## src/rtl/io_bus_arbiter.sv

```systemverilog
// Shares the AVR I/O register bus between the CPU core and a secondary master (DMA/debug).
// The CPU has priority; a starved secondary access is forced through with a one-cycle core stall.
module io_bus_arbiter #(
  parameter int MAX_WAIT = 15
) (
  input  logic       clk_i,
  input  logic       rst_i,
  input  logic [5:0] cpu_adr_i,
  input  logic [7:0] cpu_data_i,
  input  logic       cpu_re_i,
  input  logic       cpu_we_i,
  input  logic       cpu_ena_i,
  output logic [7:0] cpu_data_o,
  output logic       cpu_sel_o,
  output logic       cpu_stall_o,
  input  logic       dma_req_i,
  input  logic [5:0] dma_adr_i,
  input  logic [7:0] dma_data_i,
  input  logic       dma_we_i,
  output logic       dma_ack_o,
  output logic [7:0] dma_data_o,
  output logic       dma_hit_o,
  output logic [5:0] dev_adr_o,
  output logic [7:0] dev_data_o,
  output logic       dev_re_o,
  output logic       dev_we_o,
  output logic       dev_ena_o,
  input  logic [7:0] dev_data_i,
  input  logic       dev_sel_i
);

  localparam logic [7:0] MAX_W = 8'(MAX_WAIT);

  typedef enum logic [1:0] {IDLE, WAIT, ACK} state_t;

  state_t     state, state_nxt;
  logic [5:0] dma_adr_r;
  logic [7:0] dma_data_r;
  logic       dma_we_r;
  logic [7:0] wait_cnt;
  logic       free, force_acc, grant, latch;

  // Arbitration: CPU strobes mark the bus busy even when cpu_ena_i is low
  always_comb begin
    free      = !(cpu_re_i | cpu_we_i);
    force_acc = (wait_cnt == MAX_W);
    grant     = (state == WAIT) && (free || force_acc);
    latch     = (state == IDLE) && dma_req_i;
  end

  always_comb begin
    state_nxt = state;
    case (state)
      IDLE:    if (dma_req_i) state_nxt = WAIT;
      WAIT:    if (grant) state_nxt = ACK;
      ACK:     state_nxt = IDLE;
      default: state_nxt = IDLE;
    endcase
  end

  always_ff @(posedge clk_i) begin
    if (rst_i) state <= IDLE;
    else       state <= state_nxt;
  end

  // Completion side: ack pulse, wait counter and registered read result
  always_ff @(posedge clk_i) begin
    if (rst_i) begin
      wait_cnt   <= 8'd0;
      dma_ack_o  <= 1'b0;
      dma_data_o <= 8'd0;
      dma_hit_o  <= 1'b0;
    end else begin
      dma_ack_o <= grant;
      if (latch) begin
        wait_cnt <= 8'd0;
      end else if ((state == WAIT) && !grant && (wait_cnt != MAX_W)) begin
        wait_cnt <= wait_cnt + 8'd1;
      end
      if (grant && !dma_we_r) begin
        dma_data_o <= dev_data_i;
        dma_hit_o  <= dev_sel_i;
      end
    end
  end

  // Request capture: the master may change its inputs once the request is latched
  always_ff @(posedge clk_i) begin
    if (latch) begin
      dma_adr_r  <= dma_adr_i;
      dma_data_r <= dma_data_i;
      dma_we_r   <= dma_we_i;
    end
  end

  always_comb begin
    dev_adr_o  = cpu_adr_i;
    dev_data_o = cpu_data_i;
    dev_re_o   = cpu_re_i;
    dev_we_o   = cpu_we_i;
    dev_ena_o  = cpu_ena_i;
    if (grant) begin
      dev_adr_o  = dma_adr_r;
      dev_data_o = dma_data_r;
      dev_re_o   = !dma_we_r;
      dev_we_o   = dma_we_r;
      dev_ena_o  = 1'b1;
    end
  end

  assign cpu_data_o  = dev_data_i;
  assign cpu_sel_o   = dev_sel_i & !grant;
  assign cpu_stall_o = grant & !free;

endmodule

```

## config.mk

```make
export PLATFORM = sky130hd
export DESIGN_NAME = io_bus_arbiter
export DESIGN_NICKNAME = d
export VERILOG_FILES = /design/src/rtl/io_bus_arbiter.sv
export SDC_FILE = /design/constraint.sdc
export NUM_CORES = 1
export LEC_CHECK = 0
export CAP_MARGIN = 10
export CELL_PAD_IN_SITES_DETAIL_PLACEMENT = 0
export CELL_PAD_IN_SITES_GLOBAL_PLACEMENT = 1
export CORE_MARGIN = 2
export CORE_UTILIZATION = 33
export CTS_CLUSTER_DIAMETER = 200
export DETAILED_ROUTE_END_ITERATION = 16
export PLACE_DENSITY_LB_ADDON = 0.3
export SLEW_MARGIN = 0
export SYNTH_ARGS = -nofsm -noshare
export SYNTH_HDL_FRONTEND = slang
export SYNTH_SLANG_ARGS = --single-unit
export TNS_END_PERCENT = 30
```

## constraint.sdc

```tcl
create_clock -name clk_i -period 4.5 [get_ports clk_i]
set_input_delay 0.675 -clock clk_i [delete_from_list [all_inputs] [get_ports clk_i]]
set_output_delay 0.675 -clock clk_i [all_outputs]
set_load 0.03 [all_outputs]
```

==> metrics <==
sequential share of the synthesized area=50.7%; final cycle utilization of the critical path=78.3%; Synth Area per Inst=12.0 um^2; largest cells by area after synthesis=edfxtp_1, dfxtp_1, mux2_4, nand2b_1, mux2i_1; routing usage on met1=15.1%; grt ovf=0; count of final hold-check violations=0; Top Ports=81; post-DR wirelength/cell=14.2 um; CTS clock-pin slew for the worst setup and hold paths=60 ps; Port-buffer cells=80; Skew-Pair Late Insertion Delay=280 ps; TNS Setup=0 ps; Cell Area, Placed=2480 um^2; CTS Sinks=35; Final GP Congestion=0.682; layout net count=259; PwrDens=278 nW/um^2; largest net degree at the start of global routing=24; max capacitance violation total=0; Residual DRC=0; share of the synthesized area in the top cell type=26.8%; final hold slack=473 ps; max incr delay on CP=590 ps; unrepaired setup endpoints after global routing=no; core area=4820 um^2; post_cts resized=0; Crit path arrival time=2850 ps; DP HPWL=3000 um; endpoint class of the critical path=output port; Core Rows=25; Die Width=75.3 um; Routed Antenna Nets=0; commonest non-fill, non-tap cells in the layout=clkdlybuf4s50_1, nand2b_1, dfxtp_1; Worst Skew=4.22 ps; crit-path cells=clkdlybuf4s50_1 -> nor2_1 -> a21oi_1 -> or2_4 -> mux2_2 -> clkdlybuf4s50_1; GRT Overall Usage=14.3%; GR Layer Usage met3=7.41%; syn nets=185; Netlist cell types=38; root buf cell=clkbuf_8; die area=5670 um^2; Initial DRC Count=52; Layout area overhead=52.8%; Slowest-stage cell, CP=clkdlybuf4s50_1; CP Launch Type=primary input; final instance area=2560 um^2; Antenna Cells=0; Worst Path Buf+Inv=2; crit-path leading delay family=buffers and inverters; Yosys reg bits=35; Least-Margin Pin Slew=587 ps; Initial Util=34.8%; Post-Syn Area=1680 um^2; CP max FO=21; Post-Route WL=3990 um; Async S/R FF share, synth=0%; endpoints failing setup=0; crit path time final=3520 ps; most frequent CP cell=clkdlybuf4s50_1; Yosys warning count=0; hold_buf cts=0; worst hold-check path type=flop to flop; worst vdd ir=0.128 mV; Finished Layout Cells=282; antenna violations before repair=0; dpl cells=274; global-route wire length before repair=6080 um; number of flops mapped to enable cells by yosys=15; H-tree level count=2; Leak Pwr=0.960 nW; Via Count=1313; met2 usage=25.1%; Post-CTS Repair Setup Buffers=0; Max Freq=284 MHz; GRT busiest layer=met2; via/cell ratio=4.66; max-slew violations=0; vias in the first global route=1364; DRT Pass-1 Iters=4; status=completed; critical path class=primary input to output port; layout cells sized above 1=12.6%; cell taking the most area after synthesis=edfxtp_1; Die Y=75.3 um; layout filler cell count=437; Primary FF master, synth=dfxtp_1; commonest non-fill, non-tap cell in the layout=clkdlybuf4s50_1; synthesized instance count=140; Worst Path Required=3830 ps; CTS tree=yes; Max clock buf depth=2; TritonCTS Buffers=5; worst-case headroom to the max-slew limit=60.7%
routing by layer:
layer  routed length, um  share of wire, %
met1                1490                37
met2                1970                49
met3                 502                13
met4                  23              0.58
met5                   0                 0
cell families after synthesis:
group / after synthesis / synth area share [%]
compound gates: 13 / 4.92
simple gates: 47 / 16.8
buf+inv: 17 / 6.64
xor+xnor: 2 / 1.04
fa+ha+maj: 1 / 0.746
flops: 35 / 50.7
mux: 25 / 19.2
cells in the mapped netlist (3+ instances only):
| cell type | n |
|---|---|
| buf_4 | 8 |
| nand2b_1 | 20 |
| clkbuf_1 | 3 |
| dfxtp_1 | 20 |
| mux2i_1 | 10 |
| nand2_1 | 3 |
| a21oi_1 | 5 |
| edfxtp_1 | 15 |
| mux2_4 | 14 |
| nor2_1 | 8 |
flip-flops by register name (all words and copies together) (netlist names):
name	cells
dma_ack_o	1
dma_adr_r	6
dma_data_o	8
dma_data_r	8
dma_hit_o	1
dma_we_r	1
state	2
wait_cnt	8
worst register-to-register path: stages (launching register included):
cell and delay [ps]:
dfxtp_1 330, ha_1 220, and3_1 210, a211o_1 420
or4_1 550, a21oi_1 150
path summary, 6_finish.rpt:
kind	from	end	slack (ps)	cells past startpoint
worst max-delay path	cpu_re_i	dev_adr_o[5]	980	6
worst min-delay path	dma_data_o[5]$_SDFFE_PP0P_	dma_data_o[5]$_SDFFE_PP0P_	470	2
worst min register to register	dma_data_o[5]$_SDFFE_PP0P_	dma_data_o[5]$_SDFFE_PP0P_	470	2
worst max register to register	wait_cnt[0]$_SDFFE_PP0P_	wait_cnt[5]$_SDFFE_PP0P_	2550	5
metrics by stage:
stage	setup slack [ps]	util [%]	power (mW)
finish	976	53.2	0.712
global route	880	53.2	0.749
CTS	972	53.2	0.726
detailed placement	980	51.6	0.511
global placement	1040	51.6	0.507
floorplan	1750	-	0.438
report_power, final:
part           total [mW]  internal [mW]  switching, mW
clock               0.210          0.110         0.0999
combinational       0.152         0.0830         0.0694
sequential          0.350          0.345        0.00453
layout make-up:
class / count / area (um^2) / area share (%)
well taps: 67 / 83.8 / 3.27
clock buffers: 8 / 80.1 / 3.12
multi-input cells: 88 / 726 / 28.3
repair buffers: 82 / 816 / 31.8
inverters: 2 / 7.51 / 0.293
flip-flops and latches: 35 / 851 / 33.2
Note: power is estimated with default switching activity, not from simulation.
